==> src/rtl/uart_pkg.sv <==
// Shared UART definitions: transmitter FSM state encoding and baud-rate constants.
// The PARITY state exists only when UART_TX_PARITY_EN is defined.
package uart_pkg;

  typedef enum logic [2:0] {
    ST_IDLE   = 3'd0,
    ST_START  = 3'd1,
    ST_DATA   = 3'd2,
`ifdef UART_TX_PARITY_EN
    ST_PARITY = 3'd3,
`endif
    ST_STOP   = 3'd4
  } tx_state_e;

  localparam int UART_DIV_9600 = 1250;

endpackage

==> src/rtl/sync_fifo.sv <==
// Synchronous FIFO with registered full/empty flags and a one-cycle overflow pulse
// for writes dropped while full.
module sync_fifo #(
  parameter int DATA_W     = 8,
  parameter int FIFO_DEPTH = 4
) (
  input  logic              clk,
  input  logic              rst_n,
  input  logic              wr_en,
  input  logic [DATA_W-1:0] wr_data,
  input  logic              rd_en,
  output logic [DATA_W-1:0] rd_data,
  output logic              full,
  output logic              empty,
  output logic              overflow
);

  localparam int PTR_W = $clog2(FIFO_DEPTH);
  localparam int CNT_W = PTR_W + 1;
  localparam logic [CNT_W-1:0] CNT_FULL = CNT_W'(FIFO_DEPTH);

  logic [DATA_W-1:0] mem [FIFO_DEPTH];
  logic [PTR_W-1:0]  wr_ptr, rd_ptr;
  logic [CNT_W-1:0]  count_q, count_d;
  logic              push, pop;

  // A write while full is dropped even if a pop frees a slot in the same cycle.
  assign push    = wr_en && !full;
  assign pop     = rd_en && !empty;
  assign rd_data = mem[rd_ptr];

  // NOTE: every variable assigned in always_comb gets a default first, so no path leaves it unassigned (no latch).
  always_comb begin
    count_d = count_q;
    if (push && !pop)      count_d = count_q + 1'b1;
    else if (!push && pop) count_d = count_q - 1'b1;
  end

  // NOTE: state registers use non-blocking assignments so every flop samples pre-edge values.
  always_ff @(posedge clk or negedge rst_n) begin
    if (!rst_n) begin
      wr_ptr   <= '0;
      rd_ptr   <= '0;
      count_q  <= '0;
      full     <= 1'b0;
      empty    <= 1'b1;
      overflow <= 1'b0;
    end else begin
      if (push) wr_ptr <= wr_ptr + 1'b1;
      if (pop)  rd_ptr <= rd_ptr + 1'b1;
      count_q  <= count_d;
      full     <= (count_d == CNT_FULL);
      empty    <= (count_d == '0);
      overflow <= wr_en && full;
    end
  end

  // NOTE: storage has no reset; the flushed pointers and count make stale contents unreachable.
  always_ff @(posedge clk) begin
    if (push) mem[wr_ptr] <= wr_data;
  end

endmodule

==> src/rtl/uart_tx_fifo.sv <==
// UART transmitter fed by a sync_fifo: start bit, DATA_W data bits LSB first,
// optional even parity (UART_TX_PARITY_EN), then STOP_BITS stop bits.
module uart_tx_fifo
  import uart_pkg::*;
#(
  parameter int DATA_W     = 8,
  parameter int CLK_DIV    = UART_DIV_9600,
  parameter int FIFO_DEPTH = 4,
  parameter int STOP_BITS  = 1
) (
  input  logic              i_CLK,
  input  logic              i_RST_N,
  input  logic [DATA_W-1:0] i_DATA,
  input  logic              i_WR_EN,
  output logic              o_FULL,
  output logic              o_EMPTY,
  output logic              o_BUSY,
  output logic              o_OVERFLOW,
  output logic              o_TXD
);

  localparam int BAUD_W = $clog2(CLK_DIV);
  localparam int BIT_W  = $clog2(DATA_W) + 1;
  localparam logic [BAUD_W-1:0] BAUD_LAST = BAUD_W'(CLK_DIV - 1);
  localparam logic [BIT_W-1:0]  DATA_LAST = BIT_W'(DATA_W - 1);
  localparam logic [BIT_W-1:0]  STOP_LAST = BIT_W'(STOP_BITS - 1);

  tx_state_e         state_q, state_d;
  logic [BAUD_W-1:0] baud_q, baud_d;
  logic [BIT_W-1:0]  bit_q, bit_d;
  logic [DATA_W-1:0] shift_q, shift_d;
  logic              txd_q, txd_d;
  logic              bit_end, start_frame, pop;
  logic [DATA_W-1:0] fifo_data;
`ifdef UART_TX_PARITY_EN
  logic              parity_q, parity_d;
`endif

  sync_fifo #(
    .DATA_W     (DATA_W),
    .FIFO_DEPTH (FIFO_DEPTH)
  ) u_fifo (
    .clk      (i_CLK),
    .rst_n    (i_RST_N),
    .wr_en    (i_WR_EN),
    .wr_data  (i_DATA),
    .rd_en    (pop),
    .rd_data  (fifo_data),
    .full     (o_FULL),
    .empty    (o_EMPTY),
    .overflow (o_OVERFLOW)
  );

  assign bit_end = (baud_q == BAUD_LAST);

  always_comb begin
    state_d     = state_q;
    baud_d      = bit_end ? '0 : baud_q + 1'b1;
    bit_d       = bit_q;
    shift_d     = shift_q;
    txd_d       = txd_q;
    start_frame = 1'b0;
`ifdef UART_TX_PARITY_EN
    parity_d    = parity_q;
`endif
    case (state_q)
      ST_IDLE: begin
        baud_d      = '0;
        start_frame = !o_EMPTY;
      end
      ST_START: if (bit_end) begin
        txd_d   = shift_q[0];
        shift_d = shift_q >> 1;
        bit_d   = '0;
        state_d = ST_DATA;
      end
      ST_DATA: if (bit_end) begin
        if (bit_q == DATA_LAST) begin
`ifdef UART_TX_PARITY_EN
          txd_d   = parity_q;
          state_d = ST_PARITY;
`else
          txd_d   = 1'b1;
          bit_d   = '0;
          state_d = ST_STOP;
`endif
        end else begin
          txd_d   = shift_q[0];
          shift_d = shift_q >> 1;
          bit_d   = bit_q + 1'b1;
        end
      end
`ifdef UART_TX_PARITY_EN
      ST_PARITY: if (bit_end) begin
        txd_d   = 1'b1;
        bit_d   = '0;
        state_d = ST_STOP;
      end
`endif
      ST_STOP: if (bit_end) begin
        if (bit_q == STOP_LAST) begin
          // Chain straight into the next start bit when a word is waiting.
          start_frame = !o_EMPTY;
          state_d     = ST_IDLE;
        end else begin
          bit_d = bit_q + 1'b1;
        end
      end
      default: begin
        state_d = ST_IDLE;
        txd_d   = 1'b1;
      end
    endcase

    if (start_frame) begin
      shift_d = fifo_data;
      txd_d   = 1'b0;
      baud_d  = '0;
      state_d = ST_START;
`ifdef UART_TX_PARITY_EN
      parity_d = ^fifo_data;
`endif
    end
  end

  assign pop = start_frame;

  always_ff @(posedge i_CLK or negedge i_RST_N) begin
    if (!i_RST_N) begin
      state_q  <= ST_IDLE;
      baud_q   <= '0;
      bit_q    <= '0;
      shift_q  <= '0;
      txd_q    <= 1'b1;
`ifdef UART_TX_PARITY_EN
      parity_q <= 1'b0;
`endif
    end else begin
      state_q  <= state_d;
      baud_q   <= baud_d;
      bit_q    <= bit_d;
      shift_q  <= shift_d;
      txd_q    <= txd_d;
`ifdef UART_TX_PARITY_EN
      parity_q <= parity_d;
`endif
    end
  end

  assign o_TXD  = txd_q;
  assign o_BUSY = (state_q != ST_IDLE);

endmodule
==> config.mk <==
export PLATFORM = sky130hd
export DESIGN_NAME = uart_tx_fifo
export DESIGN_NICKNAME = d
export VERILOG_FILES = /design/src/rtl/uart_pkg.sv /design/src/rtl/sync_fifo.sv /design/src/rtl/uart_tx_fifo.sv
export SDC_FILE = /design/constraint.sdc
export NUM_CORES = 1
export LEC_CHECK = 0
export CORE_MARGIN = 5
export CORE_UTILIZATION = 57
export DETAILED_ROUTE_END_ITERATION = 6
export DONT_BUFFER_PORTS = 1
export MAX_ROUTING_LAYER = met4
export PLACE_DENSITY_LB_ADDON = 0.2
export SYNTH_ARGS = -nofsm -noshare
export SYNTH_HDL_FRONTEND = slang
export SYNTH_SLANG_ARGS = --single-unit
==> constraint.sdc <==
create_clock -name i_CLK -period 1.9 [get_ports i_CLK]
set_clock_uncertainty 0.15 [all_clocks]
set_input_delay 0.285 -clock i_CLK [delete_from_list [all_inputs] [get_ports i_CLK]]
set_output_delay 0.285 -clock i_CLK [all_outputs]
set_load 0.03 [all_outputs]
* Yosys cells after proc, flatten, opt, wreduce, memory -nomap -nowiden
Memories as Yosys holds them, arrays and structs flattened.
Index checks and enable logic that the tools add are counted.
** Storage, ports and cells
- Memory bits (writable) :: 32
- Output and inout port bits :: 5
- Logic and storage cells :: 89
- Bits in registers :: 37
- Bits of input ports :: 11
- Memories kept :: 1
** Operators by class
- Reduce and logical (&&, ||, !) cells :: 20
- Muxes and demuxes :: 33
- $add $sub $neg :: 6
- Equal/unequal tests :: 18
** Memory list
- u_fifo.mem :: depth 4, width 8, rd ports 1, clocked after memory_dff 0, wr ports 1, line sync_fifo.sv:22 : logic [DATA_W-1:0] mem [FIFO_DEPTH];
** Operator list (number)
- $mux 11 :: 3
- $mux 8 :: 4
- $mux 3 :: 8
- $mux 4 :: 5
- $ne 3x2->1 const B :: 6
- $pmux 8 s2 :: 1
- $pmux 3 s4 :: 1
- $pmux 4 s3 :: 1
- $add 11x1->11 const B :: 1
- $eq 11x11->1 const B :: 1
- $reduce_bool 3->1 :: 3
- $mux 1 :: 8
- $ne 2x2->1 const B :: 4
- $eq 3x3->1 const B :: 2
- $logic_not 3->1 :: 2
- $reduce_and 6->1 :: 1
- $logic_and 1x1->1 :: 5
- $reduce_and 5->1 :: 1
- $add 2x1->2 const B :: 2
- $add 4x1->4 const B :: 1
- $eq 4x3->1 const B :: 1
- $logic_not 1->1 :: 4
- $logic_not 4->1 :: 1
- $ne 2x1->1 const B :: 2
- other kinds (9) :: 9

* Longest topological paths before layout
- Depth in word-level cells :: 9
- Depth in mapped cells :: 8
- Mapped depth without buffers :: 7

* Hierarchy
From an unflattened synthesis, not the netlist that was laid out.
** Unflattened totals
- Cell total of the unflattened synthesis :: 275
- Area total of the unflattened synthesis :: 3422.0 µm²
** Modules (own cells, without submodules)
- sync_fifo :: area each 1747.9 µm², cells an instance 97, sequential area each 1212.4 µm², instances 1
- uart_tx_fifo :: area each 1674.1 µm², cells an instance 178, sequential area each 676.9 µm², instances 1

* Least setup slack after synthesis
Ideal clock, no wire load.
- Path kind :: reg-to-reg
- Start point :: register bit_q[0]
- End point :: register u_fifo.full
- Data required time :: 1.663 ns
- Buffers on the path :: 1
- Period minus slack after synthesis :: 2.119 ns
- Cell stages (with the launch flop) :: 9
- Arrival :: 1.882 ns
- Slack :: -0.219 ns
- Setup time :: 0.087 ns
- Path through :: dfrtp_1 inv_1 ha_1 nor3b_1 nand4_2 a21o_1 buf_2 mux2_2 a211oi_2
** Between the ends
- Cells in the longest elaborated chain, start to end :: 9
- Elaborated cells on any way between the ends :: 11
- Those cells by class :: eq/ne: 1; mux: 5; reduce/logical: 5
** RTL lines
- start, declared :: line uart_tx_fifo.sv:30 : logic [BIT_W-1:0] bit_q, bit_d;
- start signal, assigned :: line uart_tx_fifo.sv:141 : bit_q <= bit_d;
- $logic_not 4->1 * :: line uart_tx_fifo.sv:101 : if (bit_q == STOP_LAST) begin
- $mux 1 * :: line uart_tx_fifo.sv:101
- $mux 1 * :: line uart_tx_fifo.sv:100 : ST_STOP: if (bit_end) begin
- $pmux 1 s2 * :: line uart_tx_fifo.sv:66 : case (state_q)
- $logic_and 1x1->1 * :: line sync_fifo.sv:29 : assign pop = rd_en && !empty;
- $logic_and 1x1->1 or $logic_not 1->1 (tied branches) :: line sync_fifo.sv:36, sync_fifo.sv:35
- $mux 3 or $logic_and 1x1->1 (tied branches) :: line sync_fifo.sv:36, sync_fifo.sv:35
- $mux 3 * :: line sync_fifo.sv:35 : if (push && !pop) count_d = count_q + 1'b1;
- $eq 3x3->1 * :: line sync_fifo.sv:52 : full <= (count_d == CNT_FULL);
- end signal, assigned :: line sync_fifo.sv:52
- end, declared :: line sync_fifo.sv:13 : output logic full,
Every way passes the cells marked *; elsewhere a longest branch is shown, timed or not.
A chain may end at the register's enable or synchronous reset.

* Worst setup path in the final report
- Start point :: register state_q[1]
- End point :: register u_fifo.full
** Between the ends
- Cells in the longest elaborated chain, start to end :: 7
- Elaborated cells on any way between the ends :: 10
- Those cells by class :: eq/ne: 2; mux: 3; reduce/logical: 5
** RTL lines
- start, declared :: line uart_tx_fifo.sv:28 : tx_state_e state_q, state_d;
- start signal, assigned :: line uart_tx_fifo.sv:139 : state_q <= state_d;
- $eq 3x3->1 or $logic_not 3->1 (tied branches) :: line uart_tx_fifo.sv:66
- $pmux 1 s2 * :: line uart_tx_fifo.sv:66
- $logic_and 1x1->1 * :: line sync_fifo.sv:29
- $logic_and 1x1->1 or $logic_not 1->1 (tied branches) :: line sync_fifo.sv:36, sync_fifo.sv:35
- $mux 3 or $logic_and 1x1->1 (tied branches) :: line sync_fifo.sv:36, sync_fifo.sv:35
- $mux 3 * :: line sync_fifo.sv:35
- $eq 3x3->1 * :: line sync_fifo.sv:52
Marks and branches as above.

==> flow_summary.yaml <==
outcome:
  status: "complete, but fails checks"
  failed_checks: "negative setup slack"
logic_synthesis:
  synthArstFlopShare: 0.5362
  synthesis.nets: 273
  synth.area.top_cells: "sky130_fd_sc_hd__edfxtp_1 (30%), sky130_fd_sc_hd__dfrtp_1 (27%), sky130_fd_sc_hd__mux4_2 (5.6%), sky130_fd_sc_hd__ha_1 (3.9%), sky130_fd_sc_hd__xnor2_1 (3.3%)"
  post-synth-top-area-fraction: 0.2994
  synth_edf_count: 32
  syn_inst: 252
  yosys_warnings: 0
  post-synth-top-count-cell: "sky130_fd_sc_hd__dfrtp_1"
  postSynthAreaPerCell_um2: 12.74
  synth_top_cell_by_area: "sky130_fd_sc_hd__edfxtp_1"
  dominantRegCellSynth: "sky130_fd_sc_hd__dfrtp_1"
  ys_seq_elements: 69
  synth-seq-area-share: 0.5887
  ys_types: 51
  syn_area_um2: 3209
  synth_common_cells: "sky130_fd_sc_hd__dfrtp_1 (35), sky130_fd_sc_hd__edfxtp_1 (32), sky130_fd_sc_hd__nor2_1 (23)"
layout:
  final_cells: 382
  layout-drive-gt1-share: 0.2935
  area.growth.synth_to_final_pct: 22.50
  design.final.nets: 326
  antennaDiodeCount: 0
clock_network:
  tritoncts.num_buffers: 9
  clkSlewWorstSetupHoldPaths_ns: 0.08
  clock_sink_count: 69
  ctsRootBufferMaster: "sky130_fd_sc_hd__clkbuf_8"
  clock_tree_from_tritoncts: "yes"
  htreeDepth: 3
  clk_latency_ns: 0.34
  clock_tree_buf_depth: 2
global_route:
  grt_max_degree: 38
  grt_pass1_wl_um: 10420
  gr-total-overflow: 0
  overall_routing_resource_usage: 0.1933
  grt_pass1_vias: 2204
  antenna_found_initial: 0
floorplan:
  chipWidth_um: 85.04
  rows: 27
  chipHeight_um: 85.04
  die-area_um2: 7231
  io_pins: 16
  initial_utilization: 0.5864
  core_um2: 5473
detailed_routing:
  route.met2.wl_um: 3013
  detail_route.vias_per_cell: 5.390
  route.antenna.remaining_nets: 0
  postRouteWirelength_um: 5929
  drt_drc_violations_left: 0
  met3_length_um: 184
  via_count: 2059
  top_layer_used: "met4"
  drtPass1Iterations: 4
  initialDrtViolationCount: 106
  wl_met1_um: 2631
  wl_per_cell_um: 15.52
setup_path:
  worstReg2RegEnd: "u_fifo.full$_DFF_PN0_"
  cp_class: "reg -> reg"
  critical_path.max_fanout: 3
  type_of_destination_of_the_critical_path: "register"
  crit_required_ns: 2.01
  start_kind: "register"
  crit_path_start: "state_q[1]$_DFFE_PN0P_"
  cp_data_arrival_time_ns: 2.11
  reg2reg_slack_ns: -0.1
  critical_path.reg2reg.startpoint: "state_q[1]$_DFFE_PN0P_"
  r2r.worst_path.cells: 5
sta:
  fin_ws_ns: -0.09856
  slew_viols_final: 0
  rsz0062_at_grt: "yes"
  setup-tns-final_ns: -0.3109
  final_period_minus_worst_setup_slack_ns: 1.999
  timing.final.crit_share: 1.052
  final-hold-violation-count: 0
  final-setup-viol-count: 4
  max_slew_margin: 0.7389
  fmaxAchievable_mhz: 500.4
  slew_worst_pin_ns: 0.3902
power:
  irDropWorstVdd_mv: 0.8212
  pwr_density_cell_nw_per_um2: 919.7
  p_leak_nw: 1.637
min_path:
  holdCritPathClass: "in -> reg"
  launch_point_of_the_worst_hold_path: "i_WR_EN"
  hold_path_end: "u_fifo.empty$_DFF_PN1_"
  holdPathStages: 4
place:
  gp_routability_congestion: 0.8159
  port_buffers: 0
  hpwlAfterDp_um: 3855
  post-place-cells: 352
job:
  max_cap_viol_count: 0
[worst max path at each step]
stage | slack (ns) | endpoint | cells past startpoint
after floorplan | -0.09 | u_fifo.full$_DFF_PN0_ | 5
after global placement | -0.06 | u_fifo.full$_DFF_PN0_ | 5
after detailed placement | -0.1 | u_fifo.full$_DFF_PN0_ | 7
after CTS | -0.09 | u_fifo.full$_DFF_PN0_ | 5
after global routing | -0.21 | u_fifo.full$_DFF_PN0_ | 7
final | -0.1 | u_fifo.full$_DFF_PN0_ | 5
[cell usage in the layout, fill, tap and decap left out, types with 5 or more instances in the layout]
| master | netlist | routed |
|---|---|---|
| sky130_fd_sc_hd__a21oi_1 | 8 | 6 |
| sky130_fd_sc_hd__and2_1 | 5 | 5 |
| sky130_fd_sc_hd__buf_4 | 0 | 39 |
| sky130_fd_sc_hd__clkbuf_8 | 0 | 9 |
| sky130_fd_sc_hd__dfrtp_1 | 35 | 35 |
| sky130_fd_sc_hd__dlygate4sd3_1 | 0 | 10 |
| sky130_fd_sc_hd__edfxtp_1 | 32 | 32 |
| sky130_fd_sc_hd__ha_1 | 10 | 9 |
| sky130_fd_sc_hd__inv_1 | 10 | 8 |
| sky130_fd_sc_hd__mux2i_1 | 9 | 9 |
| sky130_fd_sc_hd__mux4_2 | 8 | 8 |
| sky130_fd_sc_hd__nand2_1 | 18 | 17 |
| sky130_fd_sc_hd__nand3_1 | 10 | 9 |
| sky130_fd_sc_hd__nor2_1 | 23 | 22 |
| sky130_fd_sc_hd__nor3_1 | 5 | 5 |
| sky130_fd_sc_hd__o21ai_0 | 11 | 8 |
| sky130_fd_sc_hd__xnor2_1 | 12 | 12 |
[critical path: stages (launching register included)]
cell and delay [ns]:
sky130_fd_sc_hd__dfrtp_1 0.40, sky130_fd_sc_hd__or3_4 0.37, sky130_fd_sc_hd__or3b_4 0.38, sky130_fd_sc_hd__mux2_4 0.30, sky130_fd_sc_hd__and3_4 0.19, sky130_fd_sc_hd__a211oi_2 0.13
[registers in the layout, summed over array words and instances (netlist names)]
signal / count
u_fifo.rd_ptr: 2
o_TXD: 1
u_fifo.empty: 1
u_fifo.mem: 32
shift_q: 8
bit_q: 4
u_fifo.overflow: 1
baud_q: 11
u_fifo.count_q: 3
u_fifo.wr_ptr: 2
u_fifo.full: 1
state_q: 3
[logic make-up after synthesis]
logic type      after synthesis  synth area share
mux                          19           0.09240
xor+xnor                     15           0.04094
buf+inv                      20           0.02378
compound gates               35           0.07603
flops                        69            0.5887
simple gates                 83            0.1361
fa+ha+maj                    11           0.04211
[per-stage QoR]
step | utilization | power [W] | hold slack, ns | worst slack, ns | instance area (um2)
2_1_floorplan | - | 0.002320 | -0.1606 | -0.09485 | 3227
3_3_place_gp | 0.6495 | 0.002527 | -0.1596 | -0.05575 | 3555
3_5_place_dp | 0.6495 | 0.002546 | -0.1596 | -0.09861 | 3555
4_1_cts | 0.7080 | 0.003623 | 0.1514 | -0.08732 | 3875
5_1_grt | 0.7183 | 0.003834 | 0.1764 | -0.2058 | 3931
6_report | 0.7183 | 0.003615 | 0.1648 | -0.09856 | 3931
[metal layers]
metal / vias to the layer above / GRT usage
met5: - / -
met4: 0 / 0.08345
met3: 11 / 0.05437
met2: 29 / 0.3093
met1: 1011 / 0.2287
li1: 1008 / -
[cell type report]
class                   count  area [um2]
flip-flops and latches     69        1889
clock buffers              10       127.6
well taps                  72       90.09
clock inverters             6       38.79
repair buffers             52       435.4
fillers                   403        1541
inverters                  10       37.54
multi-input cells         163        1313
[repair_timing]
action                     CTS  global route
pin swaps                    0             2
hold endpoints to repair    70             0
buffers inserted             1             2
gates resized for setup      6            16
hold buffers                11             0
gates cloned                 0             0
setup endpoints to repair   14            31
[report_power, final]
group | internal [W] | switching (W)
logic | 0.000331 | 0.000380
registers | 0.00178 | 0.0000805
clock network | 0.000472 | 0.000574
No activity file was read; power rests on OpenSTA's default activity.
==> RTL edit, RTL diff (config.mk and constraints unchanged) <==
`UART_DIV_9600`: 1250 -> 2500.
--- a/src/rtl/uart_pkg.sv
+++ b/src/rtl/uart_pkg.sv
@@ -13,5 +13,5 @@
   } tx_state_e;
 
-  localparam int UART_DIV_9600 = 1250;
+  localparam int UART_DIV_9600 = 2500;
 
 endpackage
Check against the original RTL: same outputs for any inputs over 10 cycles, from zero or initial values and one cycle with i_RST_N low; that may be too few to reach the edited logic, so the function may still have changed.
==> RTL edit against the unedited design <==
  * The flow still finishes with violations (negative setup slack)
  * Total power increased by 8.7%
  * Combinational power decreased by 9.6%
  * Final cell count decreased by 2.9%
  * Routed wire length decreased by 0.59%
  * Core utilization increased by 0.83 points
  * Worst setup slack improved by 0.023 ns
  * Design area increased by 3.0%
  * Critical path depth increased by 1
  * Sequential cell count increased by 1
  * Sequential share of layout area decreased by 0.76 points
  * Worst hold slack improved by 0.055 ns
  * Area after synthesis increased by 2.6%
  * Largest cell class unchanged
  * Highest routed layer unchanged
==> RTL edit: results (changes against the unedited design) <==
[power]
leakage_nw=1.60  ; -2.3%
intPower_mw=2.83  ; +9.8%
ir_worst_vdd_uv=1060  ; +29%
p_seq_mw=1.96  ; +5%
clock_power_mw=1.33  ; +27%

[logic_synthesis]
synth_compound_area_frac=0.117  ; +0.0410
async_flop_share=0.543  ; +0.00663
synthXorXnorAreaFrac=0.0372  ; -0.00370
synthAdderAreaFrac=0.0342  ; -0.00791
syn_nets=274  ; +0.37%
synth_common_cells=dfrtp_1, edfxtp_1, nand2_1
synthDistinctLibCells=50  ; -2.0%
avgSynthCellArea_um2=13.0  ; +1.8%
synthMuxAreaShare=0.0547  ; -0.0377
synth-seq-area-share=0.581  ; -0.00739
synth_area_leaders=edfxtp_1, dfrtp_1, mux4_2, ha_1, xnor2_1

[grt]
grt_max_degree=39  ; +2.6%
globalRouteTotalUtil=0.179  ; -0.0139
grt_pass1_wl_mm=9.92  ; -4.8%

[clock_network]
post_cts_resized=5  ; -1
post_cts.repair.setup_buffers=1  ; unchanged
clkTransAtPathRegs_ns=0.08  ; about the same

[placement]
place_area_um2=3560  ; +0.28%
place_inst=342  ; -2.8%
dp_hpwl_mm=3.90  ; +1.1%
gp_congestion=0.810  ; -0.77%

[timing]
worst_pin_slew_ns=0.424  ; +0.0337 ns
setup_viol=11  ; +7
finalCriticalPeriod_ns=1.98  ; -0.0231 ns
fin_ws_ns=-0.0755  ; +0.0231 ns

[layout]
fin_util=0.727  ; +0.00826
fin_nets=314  ; -3.7%
final.fill_count=357  ; -11%
reg_top3=u_fifo.mem: 32 flops, baud_q: 12 flops, shift_q: 8 flops
drive_gt1_frac=0.341  ; +0.0476

[setup_path]
cp_max_fo=6  ; +3
critPathArrivalTime_ns=2.09  ; -0.02 ns

[min_path]
hp-class=in2reg

[routing]
via_count=2058  ; -0.049%
finalWirelength_mm=5.89  ; -0.59%
drt_first_pass_iters=4  ; unchanged
drtIter0Drc=138  ; +30%
wire_per_inst_um=15.9  ; +2.4%

[status]
status=finished, violations left
violations=negative setup slack

-- RTL edit: cell count changes after synthesis, sizes merged, moves of 7 or more --
cell and delta:
mux2i -9, o31ai +8, a2bb2oi +7, nor2 -7
-- RTL edit: metal layers --
metal | routed length, um | vias up | global-route usage
li1 | - | 1012 | -
met1 | 2600 | 1005 | 0.218
met2 | 2970 | 28 | 0.285
met3 | 183 | 13 | 0.0355
met4 | 146 | 0 | 0.0906
met5 | 0 | - | -
-- RTL edit: stage by stage --
stage / power (mW) / hold slack (ns) / TNS, ns
5_1_grt: 4.15 / 0.245 / -2.85
3_3_place_gp: 2.53 / -0.160 / -0.233
2_1_floorplan: 2.40 / -0.161 / 0
6_report: 3.93 / 0.220 / -0.514
4_1_cts: 3.93 / 0.196 / -0.176
3_5_place_dp: 2.56 / -0.159 / -0.413
-- RTL edit: final timing paths --
path                                          to  startpoint  depth (start not counted)
worst min-delay path            u_fifo.wr_ptr[0]     i_WR_EN                          3
worst max register to register       u_fifo.full   baud_q[9]                          6
worst min register to register        shift_q[4]  shift_q[4]                          1
worst max-delay path                 u_fifo.full   baud_q[9]                          6
min in group asynchronous              baud_q[6]     i_RST_N                          2
max in group asynchronous                  o_TXD     i_RST_N                          2
-- RTL edit: tightest hold or removal path, cell delays in order --
cell and delay [ns]:
nor2b_1 0.11, buf_4 0.20, xnor2_1 0.08
-- RTL edit: cell type report --
| cell class | count | area share |
|---|---|---|
| clock buffers | 9 | 0.0306 |
| clock inverters | 7 | 0.0241 |
| inverters | 8 | 0.00741 |
| multi-input cells | 164 | 0.348 |
| flip-flops and latches | 70 | 0.473 |
| well taps | 72 | 0.0222 |
| repair buffers | 41 | 0.0952 |
